===== config.mk =====
export PLATFORM = sky130hd
export DESIGN_NAME = spi_slave_byte
export DESIGN_NICKNAME = d
export VERILOG_FILES = /design/src/rtl/spi_slave_byte_pkg.sv /design/src/rtl/spi_slave_byte_sync_bit.sv /design/src/rtl/spi_slave_byte.sv
export SDC_FILE = /design/constraint.sdc
export NUM_CORES = 1
export LEC_CHECK = 0
export BUFFER_PORTS_ARGS = -buffer_cell sky130_fd_sc_hd__buf_2
export CAP_MARGIN = 20
export CORE_MARGIN = 10
export CORE_UTILIZATION = 43
export DETAILED_ROUTE_END_ITERATION = 10
export GPL_ROUTABILITY_DRIVEN = 0
export PLACE_DENSITY = 0.69
export SLEW_MARGIN = 0
export SYNTH_ARGS = -nofsm -noshare
export SYNTH_HDL_FRONTEND = slang
export SYNTH_SLANG_ARGS = --single-unit

===== constraint.sdc =====
create_clock -name clk -period 2.3 [get_ports clk]
set_input_delay 0.23 -clock clk [delete_from_list [all_inputs] [get_ports clk]]
set_output_delay 0.23 -clock clk [all_outputs]
set_load 0.01 [all_outputs]

===== src/rtl/spi_slave_byte_pkg.sv =====
// Shared constants and types for the SPI mode-0 byte slave.
// Latency: n/a (definitions only).
// Backpressure: n/a; the SPI host owns the bit clock, the slave never stalls it.
package spi_slave_byte_pkg;

  localparam int SPI_BYTE_W       = 8;
  localparam int SPI_BIT_CNT_W    = 3;
  localparam int SPI_SYNC_DEFAULT = 2;

  // IDLE follows synced cs_n high, ACTIVE follows synced cs_n low.
  typedef enum logic {
    ST_IDLE   = 1'b0,
    ST_ACTIVE = 1'b1
  } spi_state_e;

endpackage


===== src/rtl/spi_slave_byte_sync_bit.sv =====
// Single-bit synchroniser: STAGES-deep flop chain with a selectable reset level.
// Latency: STAGES clk from i_async to o_sync.
// Backpressure: none; the chain samples every clk.
// Ports: clk, resetn (async active-low), i_async (raw pin), o_sync (clk-domain level).
module spi_slave_byte_sync_bit #(
  parameter int   STAGES  = 2,
  parameter logic RST_VAL = 1'b0
) (
  input  logic clk,
  input  logic resetn,
  input  logic i_async,
  output logic o_sync
);

  logic [STAGES-1:0] r_chain;

  always_ff @(posedge clk or negedge resetn) begin
    if (!resetn) begin
      r_chain <= {STAGES{RST_VAL}};
    end else begin
      r_chain <= {r_chain[STAGES-2:0], i_async};
    end
  end

  assign o_sync = r_chain[STAGES-1];

endmodule


===== src/rtl/spi_slave_byte.sv =====
// SPI mode-0 slave (MSB first): assembles MOSI bytes, shifts txd_data out on MISO, frames on CS_N.
// Latency: pin edge to action SYNC_STAGES+1 clk; rxd_flag/txd_load/frame_* are 1-clk pulses.
// Backpressure: none; the ADC FSM must refresh txd_data within one SCLK high time of rxd_flag.
// Ports: clk/resetn; spi_sclk/spi_cs_n/spi_mosi in, spi_miso/spi_miso_oe out;
//        txd_data in + txd_load pulse; rxd_data + rxd_flag pulse; frame_start/end/abort pulses, frame_bytes.
module spi_slave_byte
  import spi_slave_byte_pkg::*;
#(
  parameter int SYNC_STAGES = SPI_SYNC_DEFAULT,
  parameter int CNT_W       = 16
) (
  input  logic                  clk,
  input  logic                  resetn,
  input  logic                  spi_sclk,
  input  logic                  spi_cs_n,
  input  logic                  spi_mosi,
  output logic                  spi_miso,
  output logic                  spi_miso_oe,
  input  logic [SPI_BYTE_W-1:0] txd_data,
  output logic                  txd_load,
  output logic [SPI_BYTE_W-1:0] rxd_data,
  output logic                  rxd_flag,
  output logic                  frame_start,
  output logic                  frame_end,
  output logic                  frame_abort,
  output logic [CNT_W-1:0]      frame_bytes
);

  logic w_sclk_s, w_cs_n_s, w_mosi_s;
  logic r_sclk_d, r_cs_n_d;

  // cs_n resets to 1 so a cs_n held low through reset release shows up as a clean fall.
  spi_slave_byte_sync_bit #(.STAGES(SYNC_STAGES), .RST_VAL(1'b0)) u_sync_sclk (
    .clk(clk), .resetn(resetn), .i_async(spi_sclk), .o_sync(w_sclk_s));
  spi_slave_byte_sync_bit #(.STAGES(SYNC_STAGES), .RST_VAL(1'b1)) u_sync_cs_n (
    .clk(clk), .resetn(resetn), .i_async(spi_cs_n), .o_sync(w_cs_n_s));
  spi_slave_byte_sync_bit #(.STAGES(SYNC_STAGES), .RST_VAL(1'b0)) u_sync_mosi (
    .clk(clk), .resetn(resetn), .i_async(spi_mosi), .o_sync(w_mosi_s));

  always_ff @(posedge clk or negedge resetn) begin
    if (!resetn) begin
      r_sclk_d <= 1'b0;
      r_cs_n_d <= 1'b1;
    end else begin
      r_sclk_d <= w_sclk_s;
      r_cs_n_d <= w_cs_n_s;
    end
  end

  logic w_sclk_rise, w_sclk_fall, w_cs_fall, w_cs_rise;
  assign w_sclk_rise =  w_sclk_s & ~r_sclk_d;
  assign w_sclk_fall = ~w_sclk_s &  r_sclk_d;
  assign w_cs_fall   = ~w_cs_n_s &  r_cs_n_d;
  assign w_cs_rise   =  w_cs_n_s & ~r_cs_n_d;

  spi_state_e r_state, w_state_nxt;
  logic       w_start, w_end, w_rx_step, w_tx_step;

  always_ff @(posedge clk or negedge resetn) begin
    if (!resetn) r_state <= ST_IDLE;
    else         r_state <= w_state_nxt;
  end

  // Frame edges take priority over SCLK edges landing in the same clk; those SCLK edges are dropped.
  always_comb begin
    w_state_nxt = r_state;
    w_start     = 1'b0;
    w_end       = 1'b0;
    w_rx_step   = 1'b0;
    w_tx_step   = 1'b0;
    case (r_state)
      ST_IDLE: begin
        if (w_cs_fall) begin
          w_state_nxt = ST_ACTIVE;
          w_start     = 1'b1;
        end
      end
      ST_ACTIVE: begin
        if (w_cs_rise) begin
          w_state_nxt = ST_IDLE;
          w_end       = 1'b1;
        end else if (w_sclk_rise) begin
          w_rx_step = 1'b1;
        end else if (w_sclk_fall) begin
          w_tx_step = 1'b1;
        end
      end
      default: w_state_nxt = ST_IDLE;
    endcase
  end

  logic [SPI_BIT_CNT_W-1:0] r_bit_cnt;
  logic [SPI_BYTE_W-1:0]    r_rx_shift, r_tx_shift, w_rx_next;
  logic                     w_byte_done;

  assign w_rx_next   = {r_rx_shift[SPI_BYTE_W-2:0], w_mosi_s};
  assign w_byte_done = w_rx_step && (r_bit_cnt == '1);

  always_ff @(posedge clk or negedge resetn) begin
    if (!resetn) begin
      r_bit_cnt   <= '0;
      r_rx_shift  <= '0;
      r_tx_shift  <= '0;
      rxd_data    <= '0;
      rxd_flag    <= 1'b0;
      txd_load    <= 1'b0;
      frame_start <= 1'b0;
      frame_end   <= 1'b0;
      frame_abort <= 1'b0;
      frame_bytes <= '0;
    end else begin
      rxd_flag    <= 1'b0;
      txd_load    <= 1'b0;
      frame_start <= 1'b0;
      frame_end   <= 1'b0;
      frame_abort <= 1'b0;
      if (w_start) begin
        r_bit_cnt   <= '0;
        r_rx_shift  <= '0;
        r_tx_shift  <= txd_data;
        txd_load    <= 1'b1;
        frame_start <= 1'b1;
        frame_bytes <= '0;
      end
      if (w_end) begin
        // Any partial byte is dropped; a non-zero bit count means the host cut a byte short.
        frame_end   <= 1'b1;
        frame_abort <= (r_bit_cnt != '0);
        r_bit_cnt   <= '0;
        r_rx_shift  <= '0;
        r_tx_shift  <= '0;
      end
      if (w_rx_step) begin
        r_rx_shift <= w_rx_next;
        r_bit_cnt  <= r_bit_cnt + 1'b1;
        if (w_byte_done) begin
          rxd_data    <= w_rx_next;
          rxd_flag    <= 1'b1;
          frame_bytes <= frame_bytes + 1'b1;
        end
      end
      if (w_tx_step) begin
        // bit_cnt is 0 on the fall that follows the 8th rise: fetch the next byte there.
        if (r_bit_cnt == '0) begin
          r_tx_shift <= txd_data;
          txd_load   <= 1'b1;
        end else begin
          r_tx_shift <= {r_tx_shift[SPI_BYTE_W-2:0], 1'b0};
        end
      end
    end
  end

  assign spi_miso    = r_tx_shift[SPI_BYTE_W-1];
  assign spi_miso_oe = (r_state == ST_ACTIVE);

endmodule


==> results of run 1 <==
==> power breakdown <==
group          switching, uW  internal, uW  total, uW
Combinational           98.3          83.0        181
Clock                    309           213        522
Sequential              36.1          1040       1080
Total                    443          1340       1780
==> timing repair <==
| item | CTS | global route |
|---|---|---|
| hold buffers | 2 | 0 |
| buffers inserted | 0 | 0 |
| hold endpoints to repair | 25 | 0 |
==> Yosys cell counts, drive strengths merged, types with 4 or more instances <==
library cell,count
ha,4
nand2,38
buf,5
a221o,7
and2,8
o21ai,4
nand4,7
mux2i,7
inv,6
nand2b,4
nor3,4
a22o,10
nand3,6
dfrtp,53
==> per-layer routing <==
metal  global-route usage (%)  wire length, microns  share of wire [%]
met5                        0                     0                  0
met4                     3.42                    17               0.35
met3                     3.68                   310                6.4
met2                     17.8                  2250                 47
met1                     14.1                  2230                 46
==> layout make-up <==
type	count	area, sq um
Clock inverter	3	18.8
Multi-Input combinational cell	128	903
Inverter	7	28.8
Sequential cell	56	1410
Fill cell	472	2450
Tap cell	70	87.6
Clock buffer	5	68.8
Timing Repair Buffer	49	278
==> registers in the layout (all words and copies together) (netlist names), 2 cells and up <==
register             count
frame_bytes             16
r_bit_cnt                3
u_sync_cs_n.r_chain      2
r_rx_shift               7
u_sync_mosi.r_chain      2
r_tx_shift               8
rxd_data                 8
u_sync_sclk.r_chain      2
==> kinds of logic after synthesis <==
group | Yosys count | share of synthesized area [%]
AOI/OAI and AO/OA | 31 | 11.8
xor gates and xnor gates | 2 | 0.739
adders and majority gates | 4 | 2.11
buffers and inverters | 14 | 2.59
DFF | 56 | 59.3
muxes | 8 | 3.43
and+or+nand+nor | 83 | 20.1
==> critical path: stages, from the launching register on <==
cell	delay [ps]
dfrtp_1	380
ha_1	160
ha_1	150
and3b_1	200
nand4_1	360
o311ai_0	410
o41ai_1	140
==> metrics by stage <==
stage          hold slack, ps  area (sq um)
2_1_floorplan           -65.6          2370
3_3_place_gp              277          2680
3_5_place_dp              280          2680
4_1_cts                  11.5          2790
5_1_grt                  6.44          2790
6_report                 24.3          2790
==> worst min path at each step <==
stage / depth (start not counted) / endpoint / slack [ps] / start
after floorplan: 0 / frame_abort / -70 / resetn
after global placement: 1 / frame_bytes[14] / 280 / resetn
after detailed placement: 1 / frame_bytes[14] / 280 / resetn
after CTS: 1 / u_sync_sclk.r_chain[0] / 10 / spi_sclk
after global routing: 1 / u_sync_mosi.r_chain[0] / 6 / spi_mosi
final: 1 / u_sync_sclk.r_chain[0] / 20 / spi_sclk
==> cells in the final DEF, fill, tap and decap left out, drive strengths merged, types with 2 or more instances in the layout <==
cell | netlist | routed
nor4 | 2 | 2
and2 | 8 | 8
a221o | 7 | 7
nor2 | 2 | 2
inv | 6 | 6
nor2b | 3 | 3
a21oi | 2 | 2
buf | 5 | 47
and3 | 3 | 3
dfrtp | 53 | 53
dfstp | 3 | 3
nand2 | 38 | 38
nor3 | 4 | 4
mux2i | 7 | 7
nand3 | 6 | 6
ha | 4 | 4
clkbuf | 2 | 5
nand2b | 4 | 4
o21ai | 4 | 4
o41ai | 2 | 2
a22o | 10 | 10
clkinv | 1 | 4
nand4 | 7 | 7
dlygate4sd3 | 0 | 2
==> metrics.md, run 1 <==
| Metric | Value |
|---|---|
| Status | complete, no violations |
| Worst Skew | 9.24 ps |
| Layout area overhead | 17.7% |
| Rows | 26 |
| Post-cts resize count | 0 |
| Length in cells of the worst reg-to-reg path | 6 |
| F_max | 0.520 GHz |
| Setup crit start kind | flop |
| Worst-Margin Slew | 601 ps |
| VDD IR-drop max | 0.305 mV |
| Number of global-route vias before repair | 1646 |
| FF+latch count, synth | 56 |
| Capture point of the worst path | frame_bytes[13] |
| Crit Path Max Fanout | 11 |
| Post-synth top area share | 56.0% |
| Dominant cell type by area after synthesis | dfrtp_1 |
| CTS tree | built |
| RSZ-0062 raised after global routing | false |
| PortBufs | 43 |
| Max Cap Viol | 0 |
| Top FF cell, synth | dfrtp_1 |
| Synth area leaders | dfrtp_1 56%, nand2_1 5.9%, a22o_1 3.7% |
| Number of H-tree levels | 2 |
| R2r setup slk | 380 ps |
| Crit path DAT | 2090 ps |
| Diodes inserted | 0 |
| Total number of vias | 1639 |
| Power per cell area | 638 nW/um^2 |
| Fin crit period | 1920 ps |
| Core Box Area | 5240 sq um |
| Leakage Power | 0.00144 uW |
| Worst setup path start | r_bit_cnt[0] |
| Distinct cells, synth | 48 |
| HP Class | in2reg |
| Slew Limit Fails | 0 |
| Final setup viols | 0 |
| Syn_area_per_cell | 12.0 sq um |
| Drc violations | 0 |
| CTS buffer count | 5 |
| Largest net degree at the start of global routing | 33 |
| ANT nets after route | 0 |
| Synth Warn # | 0 |
| First-pass GRT wire length | 8180 microns |
| Grt ovf | 0 |
| Synth Instances | 198 |
| Setup TNS | 0 ps |
| Total design power | 1780 uW |
| Placed cell count | 308 |
| Final hold vios | 0 |
| Drt first-iter violations | 101 |
| Post-Layout Cell Count | 318 |
| Placed wire-length estimate | 3450 microns |
| Sequential fraction of the synthesis area | 59.3% |
| CP Class | reg2reg |
| Sink Count | 56 |
| Die Y-Extent | 94.2 microns |
| Final WL | 4810 microns |
| Initial Util | 45.2% |
| Post-synth EDFFs | 0 |
| Critical Path RT | 2470 ps |
| Asr flop ratio synth | 100% |
| Worst r2r dst | frame_bytes[13] |
| I/O pin cnt | 44 |
| Die area | 8880 sq um |
| Setup ws final | 377 ps |
| Slew headroom | 59.9% |
| Syn Nets | 215 |
| Final Core Density | 53.3% |
| Drt wl/cell | 15.1 microns |
| Clk buf depth | 2 |
| Die W | 94.2 microns |
| Worst R2R Start | r_bit_cnt[0] |
| CTS clock-pin slew for the worst setup and hold paths | 100 ps |
| Cell Area, Synth | 2370 sq um |
| Vias per cell | 5.15 |
| Clk_lat worst skew | 300 ps |
| Share of layout cells above drive strength 1 | 28.6% |
| CTS root buf | clkbuf_8 |
| Drt pass-1 iters | 4 |
| Pre-CTS setup slack | 397 ps |
| Initial antenna violation count | 0 |
| Gr usage total | 11.2% |
| Crit path capture type | flop |
| Fin crit share | 83.6% |
| Fin nets | 264 |
Power figures use the tool's default switching activity.
==> run 2: changes to the inputs <==
==> constraint.sdc (replaced) <==
create_clock -name clk -period 1.9 [get_ports clk]
set_input_delay 0.19 -clock clk [delete_from_list [all_inputs] [get_ports clk]]
set_output_delay 0.19 -clock clk [all_outputs]
set_load 0.01 [all_outputs]
==> run 2 against run 1 <==
Flip-flop and latch count stayed put. Sequential share of layout area shrank 1.6 points. Maximum frequency increased by 9.2%. Setup slack lost 240 ps. Via count rose by 2.4%. Die area is the same. First-iteration DRC count up 13%. Non-clock buffer count rose by 9. Combinational power is 25% higher.
==> metrics.md, run 2 (synthesized netlist as in run 1, its figures left out) <==
| Metric | Value |
|---|---|
| I/O pin cnt | 44 |
| Die area | 8880 sq um |
| Setup TNS | 0 ps |
| Slew headroom | 63.6% |
| Die Y-Extent | 94.2 microns |
| HP Class | in2reg |
| Drt first-iter violations | 114 |
| Setup crit start kind | flop |
| Fin crit period | 1760 ps |
| Crit Path Max Fanout | 5 |
| Diodes inserted | 0 |
| Clk_lat worst skew | 300 ps |
| Placed cell count | 312 |
| ANT nets after route | 0 |
| Post-Layout Cell Count | 327 |
| Number of H-tree levels | 2 |
| Drc violations | 0 |
| Crit path capture type | flop |
| Max Cap Viol | 0 |
| Vias per cell | 5.13 |
| Crit-path max cell delay | 390 ps |
| VDD IR-drop max | 0.458 mV |
| Most frequent cells in the layout | 53 x dfrtp_1, 44 x buf_2, 37 x nand2_1, 10 x a22o_1 |
| Placed wire-length estimate | 3550 microns |
| CP Buf/Inv Count | 1 |
| Status | complete, no violations |
| Number of global-route vias before repair | 1609 |
| CTS tree | built |
| Sink Count | 56 |
| Fin crit share | 92.7% |
| Final WL | 4840 microns |
| Max stage delay cell, worst path | dfrtp_1 |
| Grt ovf | 0 |
| RSZ-0062 raised after global routing | false |
| Leakage Power | 0.00147 uW |
| Total number of vias | 1679 |
| Final setup viols | 0 |
| Worst-Margin Slew | 547 ps |
| Initial antenna violation count | 0 |
| Worst Skew | 6.81 ps |
| CTS clock-pin slew for the worst setup and hold paths | 90 ps |
| Power per cell area | 756 nW/um^2 |
| Register with the most flip-flops | frame_bytes |
| Share of layout cells above drive strength 1 | 31.5% |
| Max reg flops | 16 |
| Family with the most delay on the worst path | simple AND/OR/NAND/NOR gates |
| First-pass GRT wire length | 8070 microns |
| Core Box Area | 5240 sq um |
| Slew Limit Fails | 0 |
| CTS buffer count | 5 |
| Fin nets | 273 |
| F_max | 0.568 GHz |
| CP Class | reg2reg |
| Initial Util | 45.2% |
| CTS root buf | clkbuf_8 |
| Largest registers | frame_bytes: 16 flops, r_tx_shift: 8 flops, rxd_data: 8 flops |
| Worst-path cell chain | ha_2 -> ha_2 -> and3b_2 -> nand4_1 -> buf_6 -> or3_1 -> a21oi_1 |
| Drt pass-1 iters | 4 |
| Clk buf depth | 2 |
| Leading cell type in the layout, fill and taps excluded | dfrtp_1 |
| Crit path DAT | 1990 ps |
| Rows | 26 |
| Most common cell on crit path | ha_2 |
| Largest net degree at the start of global routing | 35 |
| Layout area overhead | 21.6% |
| Die W | 94.2 microns |
| Gr usage total | 11.4% |
| Critical Path RT | 2130 ps |
| Drt wl/cell | 14.8 microns |
| PortBufs | 43 |
| Final hold vios | 0 |
==> run 2: cell count changes in the layout (fill, tap and decap cells not counted), sizes merged <==
| cell | previous run | this run |
|---|---|---|
| buf | 47 | 54 |
| clkbuf | 5 | 8 |
| clkinv | 4 | 1 |
| dlygate4sd3 | 2 | 4 |
==> run 2: layout make-up <==
cell class | instances | area, sq um
well taps | 70 | 87.6
repair buffers | 58 | 352
multi-input cells | 128 | 920
fillers | 467 | 2350
clock buffers | 8 | 90.1
flip-flops and latches | 56 | 1410
inverters | 7 | 28.8
==> run 2: through the flow <==
| stage | utilization [%] | hold WS, ps | power [uW] | worst slack, ps | instance area, sq um |
|---|---|---|---|---|---|
| final | 55.0 | 113 | 2180 | 139 | 2880 |
| after floorplan | - | -106 | 1460 | 235 | 2370 |
| after CTS | 54.3 | 102 | 2210 | 78.8 | 2840 |
| after global placement | 51.8 | 212 | 1540 | 233 | 2710 |
| after detailed placement | 51.8 | 203 | 1550 | 137 | 2710 |
| after global routing | 55.0 | 94.8 | 2310 | 0.446 | 2880 |
==> run 2: report_power, final <==
| group | switching (uW) | internal (uW) | total, uW |
|---|---|---|---|
| Clock | 349 | 298 | 647 |
| Sequential | 44.7 | 1260 | 1310 |
| Combinational | 120 | 106 | 227 |
==> run 2: worst reg2reg max path, cell delays in order, from the launching register on <==
cell and delay, ps:
dfrtp_1 390, ha_2 180, ha_2 180, and3b_2 200, nand4_1 140, buf_6 180
or3_1 300, a21oi_1 130
==> run 2: path summary, 6_finish.rpt <==
kind                                         from                endpoint  slack, ps  cells after the start
min in group asynchronous                  resetn         frame_bytes[14]        390                      2
max in group asynchronous                  resetn                r_cs_n_d        870                      3
hold reg to reg            u_sync_mosi.r_chain[0]  u_sync_mosi.r_chain[1]        350                      0
setup / recovery                     r_bit_cnt[1]          frame_bytes[5]        140                      7
hold / removal                        txd_data[0]           r_tx_shift[0]        110                      2
setup reg to reg                     r_bit_cnt[1]          frame_bytes[5]        140                      7
==> run 2: repair_timing <==
item                                    in CTS  in global routing
resized for setup                            0                  7
endpoints found under the setup margin       0                  5
endpoints found under the hold margin       25                  0
buffers inserted                             0                  2
hold buffers                                 4                  0
==> run 2: routing by layer <==
layer	vias up	routed length, microns	track usage [%]	share of wire (%)
met4	0	68	4.05	1.4
met1	809	2150	14.5	45
met5	-	0	0	0
li1	826	-	-	-
met2	36	2300	17.4	48
met3	8	317	4.08	6.5
==> run 3: changes to the inputs <==
--- a/config.mk
+++ b/config.mk
@@ -8,10 +8,10 @@
 export BUFFER_PORTS_ARGS = -buffer_cell sky130_fd_sc_hd__buf_2
 export CAP_MARGIN = 20
 export CORE_MARGIN = 10
-export CORE_UTILIZATION = 43
+export CORE_UTILIZATION = 45
 export DETAILED_ROUTE_END_ITERATION = 10
 export GPL_ROUTABILITY_DRIVEN = 0
-export PLACE_DENSITY = 0.69
+export PLACE_DENSITY = 0.72
 export SLEW_MARGIN = 0
 export SYNTH_ARGS = -nofsm -noshare
 export SYNTH_HDL_FRONTEND = slang
==> run 3 against run 2 <==
Global-route usage decreased by 0.15 points. Hold slack improved by 1.4 ps. Combinational power about the same. Wire length decreased by 4.6%. Sequential power about the same. Largest cell class unchanged.
==> metrics.md, run 3 (synthesized netlist as in run 1, its figures left out) <==
| Metric | Value |
|---|---|
| Max reg flops | 16 |
| Power per cell area | 770 nW/um^2 |
| Largest registers | frame_bytes: 16 flops, r_tx_shift: 8 flops, rxd_data: 8 flops |
| VDD IR-drop max | 0.414 mV |
| CP Class | reg2reg |
| Postcts setup bufs | 0 |
| Drt wl/cell | 14.3 microns |
| Slew Limit Fails | 0 |
| Worst r2r dst | frame_bytes[13] |
| Worst-path cell chain | ha_1 -> ha_1 -> and3b_1 -> nand4_1 -> buf_4 -> o311ai_0 -> o41ai_1 |
| Gr usage total | 11.3% |
| Die Y-Extent | 92.6 microns |
| CTS clock-pin slew for the worst setup and hold paths | 90 ps |
| Sink Count | 56 |
| Placed cell count | 313 |
| Rows | 26 |
| Initial antenna violation count | 0 |
| CTS buffer count | 5 |
| Max Cap Viol | 0 |
| Instance count on the critical path | 7 |
| Total design power | 2200 uW |
| Grt ovf | 0 |
| Register with the most flip-flops | frame_bytes |
| F_max | 0.583 GHz |
| Worst setup path start | r_bit_cnt[1] |
| Length in cells of the worst reg-to-reg path | 7 |
| ANT nets after route | 0 |
| RSZ-0062 raised after global routing | false |
| Vias per cell | 5.12 |
| Final hold vios | 0 |
| Max stage delay cell, worst path | dfrtp_1 |
| Fin crit period | 1720 ps |
| CTS root buf | clkbuf_8 |
| Most common cell on crit path | ha_1 |
| Crit Path Max Fanout | 11 |
| Largest net degree at the start of global routing | 26 |
| CTS tree | built |
| Capture point of the worst path | frame_bytes[13] |
| Worst Skew | 6.44 ps |
| Worst-Margin Slew | 483 ps |
| Layout area overhead | 20.5% |
| Placed wire-length estimate | 3450 microns |
| I/O pin cnt | 44 |
| Die area | 8570 sq um |
| Leading cell type in the layout, fill and taps excluded | dfrtp_1 |
| CP Buf/Inv Count | 1 |
| Number of global-route vias before repair | 1640 |
| Worst R2R Start | r_bit_cnt[1] |
| Critical Path RT | 2070 ps |
| First-pass GRT wire length | 8020 microns |
| Fin nets | 271 |
| Setup TNS | 0 ps |
| Slew headroom | 67.7% |
| HP Class | in2reg |
| Crit-path max cell delay | 380 ps |
| Fin crit share | 90.3% |
| Drc violations | 0 |
| Final Core Density | 55.9% |
| Post-Layout Cell Count | 324 |
| Total number of vias | 1658 |
| Initial Util | 46.4% |
| Share of layout cells above drive strength 1 | 29.5% |
| Final WL | 4620 microns |
| R2r setup slk | 180 ps |
| Die W | 92.6 microns |
| Number of H-tree levels | 2 |
| Crit path DAT | 1890 ps |
| Diodes inserted | 0 |
| Most frequent cells in the layout | 53 x dfrtp_1, 43 x buf_2, 37 x nand2_1, 10 x a22o_1 |
| Setup crit start kind | flop |
| Core Box Area | 5110 sq um |
| Status | complete, no violations |
| FILL cells | 460 |
| Leakage Power | 0.00147 uW |
| Crit path capture type | flop |
| Family with the most delay on the worst path | compound AO/OA/AOI/OAI gates |
| Drt pass-1 iters | 4 |
| Clk buf depth | 2 |
| Drt first-iter violations | 67 |
| Clk_lat worst skew | 300 ps |
| Final setup viols | 0 |
| PortBufs | 43 |
## run 3: layer usage
metal  wire (microns)  global-route usage, %  share of wire [%]
met1             2100                   14.2                 46
met2             2230                   18.1                 48
met3              266                   3.63                5.8
met4               20                   3.08               0.43
met5                0                      0                  0
## run 3: worst min path at each step
stage | cells after the start | startpoint | endpoint
finish | 2 | txd_data[7] | r_tx_shift[7]
global route | 2 | txd_data[0] | r_tx_shift[0]
CTS | 2 | txd_data[7] | r_tx_shift[7]
detailed placement | 1 | resetn | frame_bytes[12]
global placement | 1 | resetn | frame_bytes[12]
floorplan | 0 | resetn | frame_abort
## run 3: layout make-up
class                           count  area, sq um  area share, %
Sequential cell                    56         1410           49.2
Multi-Input combinational cell    128          903           31.6
Timing Repair Buffer               56          335           11.7
Clock buffer                        7         96.3           3.37
Tap cell                           70         87.6           3.07
Inverter                            7         28.8           1.01
## run 3: power breakdown
group,total [uW],internal (uW),switching (uW),leakage [uW]
Sequential,1300,1260,43.4,0.000745
Combinational,226,108,118,0.000676
Clock,669,325,344,0.0000503
Total,2200,1690,505,0.00147
## run 3: what timing repair did
item,CTS,global route
hold endpoints to repair,18,0
hold buffers,4,0
gates resized for setup,0,0
## run 3: through the flow
stage               area [sq um]  setup WS (ps)  hold WS (ps)
global placement            2720            226           144
detailed placement          2720            174           139
global route                2860           2.12           107
finish                      2860            185           115
CTS                         2860            176           109
floorplan                   2370            235          -106
